### config.mk
export PLATFORM = sky130hd
export DESIGN_NAME = load_store_unit_flat
export DESIGN_NICKNAME = d
export VERILOG_FILES = /design/src/rtl/load_store_unit_if.sv /design/src/rtl/load_store_unit.sv /design/src/flat_wrapper.sv
export SDC_FILE = /design/constraint.sdc
export NUM_CORES = 1
export LEC_CHECK = 0
export CAP_MARGIN = 10
export CORE_MARGIN = 4
export CORE_UTILIZATION = 39
export DETAILED_ROUTE_END_ITERATION = 6
export PLACE_DENSITY = 0.79
export SYNTH_ARGS = -nofsm -noshare
export SYNTH_HDL_FRONTEND = slang
export SYNTH_SLANG_ARGS = --single-unit
### constraint.sdc
create_clock -name Clk -period 2.3 [get_ports Clk]
set_input_delay 0.69 -clock Clk [delete_from_list [all_inputs] [get_ports Clk]]
set_output_delay 0.69 -clock Clk [all_outputs]
set_load 0.02 [all_outputs]
### src/rtl/load_store_unit_if.sv
// Memory-side request/response bundle between the load/store unit and its data memory port.
// Latency: none, wires only.
// Backpressure: Mem_Gnt accepts a held request; Mem_RValid returns read data later.
interface load_store_unit_if #(
    parameter int ADDR_WIDTH = 10
);
    logic                  Mem_Req;
    logic                  Mem_Gnt;
    logic                  Mem_We;
    logic [ADDR_WIDTH-1:0] Mem_Addr;
    logic [3:0]            Mem_ByteEn;
    logic [31:0]           Mem_WData;
    logic                  Mem_RValid;
    logic [31:0]           Mem_RData;

    // The load/store unit drives requests and receives grant and read data.
    modport master (
        output Mem_Req, Mem_We, Mem_Addr, Mem_ByteEn, Mem_WData,
        input  Mem_Gnt, Mem_RValid, Mem_RData
    );

    // The memory port accepts requests and returns grant and read data.
    modport slave (
        input  Mem_Req, Mem_We, Mem_Addr, Mem_ByteEn, Mem_WData,
        output Mem_Gnt, Mem_RValid, Mem_RData
    );
endinterface

### src/rtl/load_store_unit.sv
// MEM-stage load/store unit: one access per transaction, byte lanes, sign-extended loads, timeout.
// Latency: store done 2 cycles after accept, load 3, plus memory grant/read-data wait.
// Backpressure: stalls the pipeline until MEM_Done; optional LSU_MISALIGN_TRAP_EN traps misaligned accesses.
module load_store_unit #(
    parameter int ADDR_WIDTH = 10,
    parameter int MAX_WAIT   = 15
) (
    input  logic                Clk,
    input  logic                Rst,
    input  logic                EX_MEM_Valid,
    input  logic                EX_MEM_MemRead,
    input  logic                EX_MEM_MemWrite,
    input  logic                EX_MEM_HalfControl,
    input  logic                EX_MEM_ByteControl,
    input  logic [31:0]         EX_MEM_Address,
    input  logic [31:0]         EX_MEM_WriteData,
    output logic                LSU_Ready,
    output logic                MEM_Stall,
    output logic                MEM_Done,
    output logic [31:0]         MEM_ReadData,
    output logic                MEM_BusError,
    output logic                MEM_Misaligned,
    load_store_unit_if.master   memBus
);
    typedef enum logic [1:0] {IDLE, REQ, WAIT_R, DONE} state_t;

    localparam int CNT_W = $clog2(MAX_WAIT + 1);
    localparam logic [CNT_W-1:0] LAST_WAIT = CNT_W'(MAX_WAIT - 1);

    state_t                state;
    logic [CNT_W-1:0]      waitCnt;
    logic [ADDR_WIDTH-1:0] addrReg;
    logic [3:0]            byteEnReg;
    logic [31:0]           wDataReg;
    logic                  weReg;
    logic                  halfReg;
    logic                  byteReg;
    logic [1:0]            laneReg;
    logic [31:0]           readDataReg;
    logic                  busErrorReg;
`ifdef LSU_MISALIGN_TRAP_EN
    logic                  misalignedReg;
`endif

    logic        access;
    logic        trap;
    logic        reqActive;
    logic [3:0]  byteEnNext;
    logic [31:0] wDataNext;
    logic        unusedAddrBits;

    assign access = EX_MEM_Valid && (EX_MEM_MemRead || EX_MEM_MemWrite);
    assign unusedAddrBits = ^EX_MEM_Address[31:ADDR_WIDTH+2];

`ifdef LSU_MISALIGN_TRAP_EN
    // Half on an odd byte, or word off a word boundary, never reaches memory.
    assign trap = (EX_MEM_HalfControl && EX_MEM_Address[0]) ||
                  (!EX_MEM_HalfControl && !EX_MEM_ByteControl && (EX_MEM_Address[1:0] != 2'b00));
`else
    assign trap = 1'b0;
`endif

    // Lane enables and lane-replicated store data for the incoming request; loads carry no write data.
    always_comb begin
        byteEnNext = 4'b1111;
        wDataNext  = EX_MEM_WriteData;
        if (EX_MEM_HalfControl) begin
            byteEnNext = EX_MEM_Address[1] ? 4'b1100 : 4'b0011;
            wDataNext  = {2{EX_MEM_WriteData[15:0]}};
        end else if (EX_MEM_ByteControl) begin
            byteEnNext = 4'b0001 << EX_MEM_Address[1:0];
            wDataNext  = {4{EX_MEM_WriteData[7:0]}};
        end
        if (!EX_MEM_MemWrite) begin
            wDataNext = '0;
        end
    end

    // Pick the addressed lane(s) of the returned word and sign-extend.
    function automatic logic [31:0] extractLoad(input logic [31:0] rData, input logic isHalf,
                                                input logic isByte, input logic [1:0] lane);
        logic [15:0] halfVal;
        logic [7:0]  byteVal;
        halfVal = lane[1] ? rData[31:16] : rData[15:0];
        case (lane)
            2'd0:    byteVal = rData[7:0];
            2'd1:    byteVal = rData[15:8];
            2'd2:    byteVal = rData[23:16];
            default: byteVal = rData[31:24];
        endcase
        if (isHalf) begin
            return {{16{halfVal[15]}}, halfVal};
        end else if (isByte) begin
            return {{24{byteVal[7]}}, byteVal};
        end
        return rData;
    endfunction

    // Transaction FSM: capture at accept, request until grant, wait for read data, report once.
    always_ff @(posedge Clk) begin
        if (Rst) begin
            state       <= IDLE;
            waitCnt     <= '0;
            addrReg     <= '0;
            byteEnReg   <= '0;
            wDataReg    <= '0;
            weReg       <= 1'b0;
            halfReg     <= 1'b0;
            byteReg     <= 1'b0;
            laneReg     <= '0;
            readDataReg <= '0;
            busErrorReg <= 1'b0;
`ifdef LSU_MISALIGN_TRAP_EN
            misalignedReg <= 1'b0;
`endif
        end else begin
            case (state)
                IDLE: begin
                    if (access) begin
                        addrReg     <= EX_MEM_Address[ADDR_WIDTH+1:2];
                        byteEnReg   <= byteEnNext;
                        wDataReg    <= wDataNext;
                        weReg       <= EX_MEM_MemWrite;
                        halfReg     <= EX_MEM_HalfControl;
                        byteReg     <= EX_MEM_ByteControl && !EX_MEM_HalfControl;
                        laneReg     <= EX_MEM_Address[1:0];
                        readDataReg <= '0;
                        busErrorReg <= 1'b0;
                        waitCnt     <= '0;
`ifdef LSU_MISALIGN_TRAP_EN
                        misalignedReg <= trap;
`endif
                        state       <= trap ? DONE : REQ;
                    end
                end
                REQ: begin
                    if (memBus.Mem_Gnt) begin
                        waitCnt <= '0;
                        state   <= weReg ? DONE : WAIT_R;
                    end else if (waitCnt == LAST_WAIT) begin
                        busErrorReg <= 1'b1;
                        state       <= DONE;
                    end else begin
                        waitCnt <= waitCnt + 1'b1;
                    end
                end
                WAIT_R: begin
                    if (memBus.Mem_RValid) begin
                        readDataReg <= extractLoad(memBus.Mem_RData, halfReg, byteReg, laneReg);
                        state       <= DONE;
                    end else if (waitCnt == LAST_WAIT) begin
                        busErrorReg <= 1'b1;
                        state       <= DONE;
                    end else begin
                        waitCnt <= waitCnt + 1'b1;
                    end
                end
                default: begin
                    state <= IDLE;
                end
            endcase
        end
    end

    assign reqActive = (state == REQ);

    assign memBus.Mem_Req    = reqActive;
    assign memBus.Mem_We     = reqActive && weReg;
    assign memBus.Mem_Addr   = reqActive ? addrReg : '0;
    assign memBus.Mem_ByteEn = reqActive ? byteEnReg : 4'b0000;
    assign memBus.Mem_WData  = reqActive ? wDataReg : 32'h0;

    assign LSU_Ready    = (state == IDLE);
    assign MEM_Stall    = ((state == IDLE) && access) || (state == REQ) || (state == WAIT_R);
    assign MEM_Done     = (state == DONE);
    assign MEM_ReadData = MEM_Done ? readDataReg : 32'h0;
    assign MEM_BusError = MEM_Done && busErrorReg;
`ifdef LSU_MISALIGN_TRAP_EN
    assign MEM_Misaligned = MEM_Done && misalignedReg;
`else
    assign MEM_Misaligned = 1'b0;
`endif
endmodule

### src/flat_wrapper.sv
// flat-port wrapper written by rule: the top's interface ports become plain ports
module load_store_unit_flat 
#(
    parameter int ADDR_WIDTH = 10,
    parameter int MAX_WAIT   = 15
)
  (Clk, Rst, EX_MEM_Valid, EX_MEM_MemRead, EX_MEM_MemWrite, EX_MEM_HalfControl, EX_MEM_ByteControl, EX_MEM_Address, EX_MEM_WriteData, LSU_Ready, MEM_Stall, MEM_Done, MEM_ReadData, MEM_BusError, MEM_Misaligned, memBus_Mem_Req, memBus_Mem_We, memBus_Mem_Addr, memBus_Mem_ByteEn, memBus_Mem_WData, memBus_Mem_Gnt, memBus_Mem_RValid, memBus_Mem_RData);
  load_store_unit_if #(.ADDR_WIDTH(ADDR_WIDTH)) memBus_i ();
  input  logic Clk;
  input  logic Rst;
  input  logic EX_MEM_Valid;
  input  logic EX_MEM_MemRead;
  input  logic EX_MEM_MemWrite;
  input  logic EX_MEM_HalfControl;
  input  logic EX_MEM_ByteControl;
  input  logic [31:0] EX_MEM_Address;
  input  logic [31:0] EX_MEM_WriteData;
  output logic LSU_Ready;
  output logic MEM_Stall;
  output logic MEM_Done;
  output logic [31:0] MEM_ReadData;
  output logic MEM_BusError;
  output logic MEM_Misaligned;
  output wire logic [$bits(memBus_i.Mem_Req)-1:0] memBus_Mem_Req;
  output wire logic [$bits(memBus_i.Mem_We)-1:0] memBus_Mem_We;
  output wire logic [$bits(memBus_i.Mem_Addr)-1:0] memBus_Mem_Addr;
  output wire logic [$bits(memBus_i.Mem_ByteEn)-1:0] memBus_Mem_ByteEn;
  output wire logic [$bits(memBus_i.Mem_WData)-1:0] memBus_Mem_WData;
  input wire logic [$bits(memBus_i.Mem_Gnt)-1:0] memBus_Mem_Gnt;
  input wire logic [$bits(memBus_i.Mem_RValid)-1:0] memBus_Mem_RValid;
  input wire logic [$bits(memBus_i.Mem_RData)-1:0] memBus_Mem_RData;
  assign memBus_Mem_Req = memBus_i.Mem_Req;
  assign memBus_Mem_We = memBus_i.Mem_We;
  assign memBus_Mem_Addr = memBus_i.Mem_Addr;
  assign memBus_Mem_ByteEn = memBus_i.Mem_ByteEn;
  assign memBus_Mem_WData = memBus_i.Mem_WData;
  assign memBus_i.Mem_Gnt = memBus_Mem_Gnt;
  assign memBus_i.Mem_RValid = memBus_Mem_RValid;
  assign memBus_i.Mem_RData = memBus_Mem_RData;
  load_store_unit #(.ADDR_WIDTH(ADDR_WIDTH), .MAX_WAIT(MAX_WAIT)) u_core (.Clk(Clk), .Rst(Rst), .EX_MEM_Valid(EX_MEM_Valid), .EX_MEM_MemRead(EX_MEM_MemRead), .EX_MEM_MemWrite(EX_MEM_MemWrite), .EX_MEM_HalfControl(EX_MEM_HalfControl), .EX_MEM_ByteControl(EX_MEM_ByteControl), .EX_MEM_Address(EX_MEM_Address), .EX_MEM_WriteData(EX_MEM_WriteData), .LSU_Ready(LSU_Ready), .MEM_Stall(MEM_Stall), .MEM_Done(MEM_Done), .MEM_ReadData(MEM_ReadData), .MEM_BusError(MEM_BusError), .MEM_Misaligned(MEM_Misaligned), .memBus(memBus_i));
endmodule
After elaboration in Yosys (flattened, before gate mapping). Cells that the tools add are included.

Logic and storage cells: 79. Output and inout port bits: 85. Input port bits: 105. Register bits after elaboration: 90.

Add/sub/neg operators: 1. Multiplexer cells: 39. Eq/ne operators: 10. Shift operators: 1. Reduce and logical (&&, ||, !) cells: 17.

Operator list (number): 2-to-1 mux 32 bit (10); case mux 32 bit (2 select lines) (1); 2-to-1 mux 4 bit (8); case mux 8 bit (3 select lines) (1); 2-to-1 mux 16 bit (1); case mux 4 bit (3 select lines) (1); 2-to-1 mux 1 bit (10); 2-to-1 mux 10 bit (1); 2-to-1 mux 2 bit (4); == test 2 bit (second input constant) (3); inequality test 2 bit (second input constant) (3); case mux 2 bit (3 select lines) (1); AND reduction 3 bit (2); logical AND 1 bit (5); adder 4 x 1 -> 4 bit (second input constant) (1); == test 2 x 1 -> 1 bit (second input constant) (2); == test 4 bit (second input constant) (1); logical NOT 2 bit (2); AND reduction 4 bit (1); << shifter 1 x 2 -> 4 bit (first input constant) (1); logical OR 1 bit (3); case mux 1 bit (3 select lines) (1); nonzero test 3 bit (1); inequality test 2 x 1 -> 1 bit (second input constant) (1); other kinds (3) (3).

Longest topological paths before layout. Gate-level depths: netlist (run 1).

Depth after elaboration: 8. Gate-level depth with buffers: 8. Mapped depth without buffers: 6.

Worst setup path after synthesis (run 1). Ideal clock, no wire load.

Path kind: input to output. Start point: input port EX_MEM_MemWrite. End point: output port MEM_Stall. Setup slack: -61 ps. Arrival: 1671 ps. Cell stages on the path: 4. Path buffers: 1. Data required time: 1610 ps. Cell sequence: buf_4 o21ai_4 nor2_1 or3_2.

Cells in the longest elaborated chain, start to end: 5.

Ends and longest elaborated chain: start: declaration (line flat_wrapper.sv:13) `input logic EX_MEM_MemWrite;`; logical OR 1 bit (line load_store_unit.sv:52) `assign access = EX_MEM_Valid && (EX_MEM_MemRead || EX_MEM_MemWrite);`; logical AND 1 bit (line load_store_unit.sv:52); logical AND 1 bit (line load_store_unit.sv:174) `assign MEM_Stall = ((state == IDLE) && access) || (state == REQ) || (state == WAIT_R);`; logical OR 1 bit (2 in series) (line load_store_unit.sv:174); end: declaration (line flat_wrapper.sv:19) `output logic MEM_Stall;`.

Every way passes these cells.

Worst setup path in the final report (run 1).
Start point: register u_core.state[0]. End point: output port MEM_ReadData[19].

Cells in the longest elaborated chain, start to end: 2.

Ends and longest elaborated chain: start: declaration (line load_store_unit.sv:30) `state_t state;`; start signal: assignment (line load_store_unit.sv:133) `state <= trap ? DONE : REQ;`; start signal: assignment (line load_store_unit.sv:139) `state <= weReg ? DONE : WAIT_R;`; == test 2 bit (line load_store_unit.sv:175) `assign MEM_Done = (state == DONE);`; 2-to-1 mux 32 bit (line load_store_unit.sv:176) `assign MEM_ReadData = MEM_Done ? readDataReg : 32'h0;`; end: declaration (line flat_wrapper.sv:21) `output logic [31:0] MEM_ReadData;`.

Every way passes these cells.

==> results_dict.tcl, run 1 <==
set metrics [dict create \
    status "finished, final reports clean" \
    yosys-top-cells-area "dfxtp_1, and2_1, a21oi_1" \
    peakVddDrop_uv 355 \
    drtIter0Drc 408 \
    crit_type "reg2out" \
    wl_met2_mm 7.42 \
    io_buffers 168 \
    setup_viol 0 \
    synth_compound_area_share_pct 20.4 \
    cp_slowest_stage_delay_ns 0.36 \
    grt_max_degree 42 \
    arrival_ns 1.58 \
    met3_length_mm 1.31 \
    required_ns 1.61 \
    endpoint_kind "output pin" \
    wirelength_mm 15.5 \
    die_w_microns 117 \
    drcViolationCount 0 \
    cts.sinks 90 \
    vias 4847 \
    hold_path_class "reg2reg" \
    synth_top_family_by_area "simple AND/OR/NAND/NOR gates" \
    synth_seq_cells 90 \
    async_flop_share_pct 0 \
    synth.most_common_cell "dfxtp_1" \
    cts_tree "done" \
    final_nets 858 \
    startpoint_type "register" \
    die_y_microns 117 \
    synth_top_area_share_pct 38.6 \
    wl_met1_mm 6.38 \
    reg2reg_slack_ns 0.46 \
    synthSimpleGateAreaFrac_pct 26.6 \
    finalHoldViolCount 0 \
    ant_nets 0 \
    gr-total-overflow 0 \
    path_cells "buf_4, ha_4, buf_12, and2_1, clkdlybuf4s15_2" \
    clkTransAtPathRegs_ns 0.06 \
    cp_max_fo 17 \
    fill_cells 1025 \
    insertion_delay_ns 0.34 \
    min_path_cells 2 \
    setup_tns_ns 0 \
    fmax_mhz 441 \
    p_leak_nw 2.78 \
    synth_ff_type "dfxtp_1" \
    drv_slew 0 \
    period_needed_ns 2.27 \
    die_area_sq_um 13800 \
    drive_above_1_share_pct 23.4 \
    clockBufferDepth 2 \
    synth_top_cell_by_area "dfxtp_1" \
    dpl.hpwl_mm 10.9 \
    finalCritPeriodShare_pct 98.5 \
    muxShareOfSynthArea_pct 7.98 \
    final_util_pct 58.8 \
    firstDrtPassIters 5 \
    grt.total_usage_pct 21.1 \
    io_pins 190 \
    synth_warnings 0 \
    wire_per_inst_microns 17.3 \
    areaGrowthSynthToFinish_pct 45.6 \
    synth_enable_flop_cells 0 \
    highest-signal-layer "met4" \
    start_util_pct 40.4 \
    slowest_stage "dfxtp_4" \
    htree_levels 3 \
    power_density_nw_per_um2 781 \
    synth-xor-area-share_pct 0 \
    antenna_found_initial 0 \
    cp_num_buf_inv 3 \
    vias_per_cell 5.42 \
    maxSlewHeadroom_pct 63.5 \
    synthTopCellsByCount "dfxtp_1, and2_1, nand2_1, a21oi_1, nor2_1" \
    synth_area_sq_um 4670 \
    synth_adder_area_share_pct 1.61 \
    cts_buffers 9 \
    synth_nets 683 \
    num_rows 39 \
    insertedDiodeCount 0 \
    netlist_instances 572 \
    fin_hold_ws_ns 0.443 \
    worst-path-stages 5 \
    drv_cap 0 \
    syn_area_per_cell_sq_um 8.17 \
    synth_cell_types 47 \
    worst-r2r-cell-count 7 \
    fp.coreArea_sq_um 11600 \
    gp_congestion 0.904 \
    ctsRootBufferMaster "clkbuf_16" \
    grt_pass1_vias 4729 \
    seq_area_frac_synth_pct 38.6 \
    cpLargestDelayFamily "buffers and inverters" \
    tightestPinTransition_ns 0.541 \
    grt_pass1_wl_mm 24.3 \
    clock-skew-final_ns 0.00627 \
]
==> final timing paths <==
| kind | from | endpoint |
|---|---|---|
| worst min-delay path | u_core.wDataReg[17] | u_core.wDataReg[17] |
| worst max register to register | u_core.state[1] | u_core.waitCnt[1] |
| worst min register to register | u_core.wDataReg[17] | u_core.wDataReg[17] |
| worst max-delay path | u_core.state[0] | MEM_ReadData[19] |
==> per-layer routing <==
metal / up-vias / global-route usage (%)
li1: 2313 / -
met1: 2247 / 25.9
met2: 255 / 35.4
met3: 32 / 6.69
met4: 0 / 6.60
met5: - / 0
==> layout by cell type, fill, tap and decap left out, types with 5 or more instances in the layout <==
| master | netlist | routed |
|---|---|---|
| clkbuf_16 | 0 | 11 |
| mux2i_1 | 17 | 17 |
| clkdlybuf4s50_1 | 0 | 80 |
| nor2_1 | 47 | 46 |
| a211oi_1 | 5 | 5 |
| mux2_2 | 16 | 16 |
| o21ai_0 | 25 | 25 |
| nand3_1 | 27 | 27 |
| buf_12 | 0 | 6 |
| dfxtp_1 | 90 | 88 |
| a22o_1 | 8 | 8 |
| o2bb2ai_1 | 24 | 24 |
| a22oi_1 | 8 | 8 |
| nand2_1 | 69 | 69 |
| a21oi_1 | 54 | 54 |
| nor3_1 | 8 | 8 |
| buf_2 | 8 | 46 |
| and2_1 | 80 | 80 |
| buf_4 | 2 | 34 |
| clkbuf_2 | 0 | 22 |
| clkdlybuf4s15_2 | 0 | 15 |
==> state kept, by name (all words and copies together) (netlist names) <==
register            count
u_core.addrReg         10
u_core.waitCnt          4
u_core.wDataReg        32
u_core.byteReg          1
u_core.readDataReg     32
u_core.busErrorReg      1
u_core.halfReg          1
u_core.byteEnReg        4
u_core.weReg            1
u_core.laneReg          2
u_core.state            2
==> metrics by stage <==
| step | worst slack [ns] | total power, mW | cell area (sq um) | std cells |
|---|---|---|---|---|
| after floorplan | 0.0528 | 2.84 | 4670 | 572 |
| after CTS | -0.0757 | 5.24 | 6940 | 890 |
| after global placement | -0.676 | 3.58 | 6680 | 873 |
| after global routing | -0.00159 | 5.58 | 6800 | 895 |
| final | 0.0338 | 5.31 | 6800 | 895 |
| after detailed placement | -0.687 | 3.64 | 6680 | 873 |
==> what timing repair did <==
action                                  4_1_cts  5_1_grt
hold buffers                                  0        0
gates resized for setup                     246       66
endpoints found under the setup margin       84       74
setup buffers                                 0        3
gates cloned                                  1        2
pin swaps                                     2        2
==> worst min-delay path: cells and delay by family, from the launching register on <==
family / cells / cell delay, ns
compound gates: 1 / 0.05
flops: 1 / 0.30
simple gates: 1 / 0.05
==> cells by family (layout without fill, tap and decap cells) <==
| family | Yosys count | count (layout) |
|---|---|---|
| buffers and inverters | 53 | 233 |
| AND/OR/NAND/NOR | 249 | 249 |
| AO/OA/AOI/OAI | 139 | 139 |
| flip-flops | 90 | 90 |
| other | 1 | 1 |
| adder cells (fa/ha/maj) | 6 | 6 |
| multiplexers | 34 | 34 |
==> layout make-up <==
cell class	count	area, sq um	area share [%]
repair buffers	211	1810	26.6
clock inverters	3	46.3	0.681
multi-input cells	429	2680	39.4
well taps	143	179	2.63
clock buffers	13	260	3.83
flip-flops and latches	90	1810	26.6
inverters	6	22.5	0.331
==> where the power goes <==
group          switching, mW  internal (mW)  leakage, nW
clock network          0.626          0.908        0.146
registers             0.0774           1.70        0.731
logic                   1.11          0.895         1.90
Note: power is estimated with default switching activity, not from simulation.
==> inputs of run 2 (changes only) <==
--- a/config.mk
+++ b/config.mk
@@ -9,7 +9,7 @@
 export CORE_MARGIN = 4
 export CORE_UTILIZATION = 39
 export DETAILED_ROUTE_END_ITERATION = 6
-export PLACE_DENSITY = 0.79
+export PLACE_DENSITY = 0.73
 export SYNTH_ARGS = -nofsm -noshare
 export SYNTH_HDL_FRONTEND = slang
 export SYNTH_SLANG_ARGS = --single-unit
==> results_dict.tcl, run 2 (synthesis results as in run 1) <==
set metrics [dict create \
    final_util_pct 58.1 \
    most-common-layout-cells "dfxtp_1, clkdlybuf4s50_1, and2_1" \
    firstDrtPassIters 5 \
    grt_max_degree 42 \
    areaGrowthSynthToFinish_pct 43.9 \
    insertion_delay_ns 0.34 \
    wirelength_mm 15.1 \
    dpl.hpwl_mm 11.0 \
    power_density_nw_per_um2 773 \
    vias 4768 \
    required_ns 1.61 \
    io_buffers 168 \
    die_w_microns 117 \
    drtIter0Drc 326 \
    die_area_sq_um 13800 \
    endpoint_kind "output pin" \
    finalHoldViolCount 0 \
    ant_nets 0 \
    fmax_mhz 443 \
    insertedDiodeCount 0 \
    grt_pass1_wl_mm 24.6 \
    reg2reg_slack_ns 0.51 \
    cts_buffers 9 \
    hold_path_class "reg2reg" \
    wire_per_inst_microns 16.9 \
    grt_setup_unrepaired "yes" \
    p_leak_nw 2.79 \
    drv_cap 0 \
    cts_tree "done" \
    cts.sinks 90 \
    min-delay-start "u_core.wDataReg[19]" \
    worst-r2r-cell-count 7 \
    crit_type "in2out" \
    timing.rr.end "u_core.waitCnt[1]" \
    fp.coreArea_sq_um 11600 \
    vias_per_cell 5.33 \
    fill_cells 1088 \
    top_regs "u_core.readDataReg x32, u_core.wDataReg x32, u_core.addrReg x10" \
    fin_total_pwr_mw 5.20 \
    startpoint_type "input pin" \
    clkTransAtPathRegs_ns 0.06 \
    final_nets 858 \
    clock-skew-final_ns 0.0100 \
    die_y_microns 117 \
    gr-total-overflow 0 \
    setup_viol 0 \
    finalCritPeriodShare_pct 98.2 \
    cts_setup_buffers 0 \
    peakVddDrop_uv 356 \
    crit_end "MEM_Stall" \
    drive_above_1_share_pct 23.9 \
    start_util_pct 40.4 \
    arrival_ns 1.57 \
    maxSlewHeadroom_pct 48.5 \
    antenna_found_initial 0 \
    ctsRootBufferMaster "clkbuf_16" \
    rr_startpoint "u_core.state[1]" \
    drcViolationCount 0 \
    status "finished, final reports clean" \
    gp_congestion 0.852 \
    grt_pass1_vias 4861 \
    critPathLaunch "EX_MEM_Valid" \
    drv_slew 0 \
    layout_commonest_cell "dfxtp_1" \
    io_pins 190 \
    grt.total_usage_pct 21.5 \
    cts_hold_buffers 0 \
    num_rows 39 \
    tightestPinTransition_ns 0.764 \
    htree_levels 3 \
    cp_max_fo 3 \
    period_needed_ns 2.26 \
    clockBufferDepth 2 \
]
[run 2: changes by cell type in the layout (fill, tap and decap cells not counted), sizes merged]
cell	change
clkdlybuf4s15	-14
clkinv	+4
clkinvlp	-1
inv	+1
buf	+2
clkbuf	+8
[run 2: worst min-delay path by stage]
stage / cells after the start / slack [ns] / end
2_1_floorplan: 1 / 0.42 / u_core.readDataReg[0]
3_3_place_gp: 2 / 0.43 / u_core.wDataReg[0]
3_5_place_dp: 2 / 0.44 / u_core.wDataReg[7]
4_1_cts: 2 / 0.45 / u_core.wDataReg[17]
5_1_grt: 2 / 0.47 / u_core.wDataReg[18]
6_report: 2 / 0.45 / u_core.wDataReg[19]
[run 2: per-layer routing]
layer	global-route usage [%]	vias up	part of all wire (%)
met5	0	-	0
met4	6.01	0	2.0
met3	7.89	20	9.4
met2	35.7	203	47
met1	26.4	2231	41
li1	-	2314	-
[run 2: power by group]
| group | total, mW | internal, mW | switching [mW] |
|---|---|---|---|
| registers | 1.77 | 1.70 | 0.0744 |
| logic | 1.95 | 0.860 | 1.09 |
| clock network | 1.47 | 0.850 | 0.625 |
| total | 5.20 | 3.41 | 1.79 |
[run 2: through the flow]
| step | cells | area, sq um | TNS [ns] | setup WS (ns) | hold WS, ns |
|---|---|---|---|---|---|
| 2_1_floorplan | 572 | 4670 | 0 | 0.0528 | 0.424 |
| 4_1_cts | 895 | 6920 | -0.0490 | -0.0259 | 0.449 |
| 5_1_grt | 895 | 6720 | -0.00781 | -0.00781 | 0.466 |
| 6_report | 895 | 6720 | 0 | 0.0424 | 0.446 |
| 3_3_place_gp | 877 | 6720 | -5.66 | -0.689 | 0.434 |
| 3_5_place_dp | 877 | 6720 | -7.54 | -0.685 | 0.440 |
[run 2: repair_timing]
| action | 4_1_cts | 5_1_grt |
|---|---|---|
| gates resized for setup | 238 | 85 |
| endpoints found under the setup margin | 84 | 67 |
| cloned | 2 | 0 |
| pin swaps | 1 | 2 |
[run 2: critical path, cell delays in order]
cell and delay (ns):
dlygate4sd2_1 0.28, o21ai_4 0.09, nor2_4 0.04, or3_4 0.33, buf_6 0.14
[run 2: cell type report]
class | instances | area (sq um) | share of cell area, %
clock buffers | 9 | 225 | 3.35
clock inverters | 7 | 75.1 | 1.12
inverters | 6 | 22.5 | 0.335
multi-input cells | 429 | 2690 | 40.0
flip-flops and latches | 90 | 1810 | 26.9
well taps | 143 | 179 | 2.66
repair buffers | 211 | 1730 | 25.7
==> inputs of run 3 (changes only) <==
--- a/config.mk
+++ b/config.mk
@@ -5,7 +5,6 @@
 export SDC_FILE = /design/constraint.sdc
 export NUM_CORES = 1
 export LEC_CHECK = 0
-export CAP_MARGIN = 10
 export CORE_MARGIN = 4
 export CORE_UTILIZATION = 39
 export DETAILED_ROUTE_END_ITERATION = 6
==> results of run 3 <==
The final DEF is identical to that of run 2; final timing and power are the same.
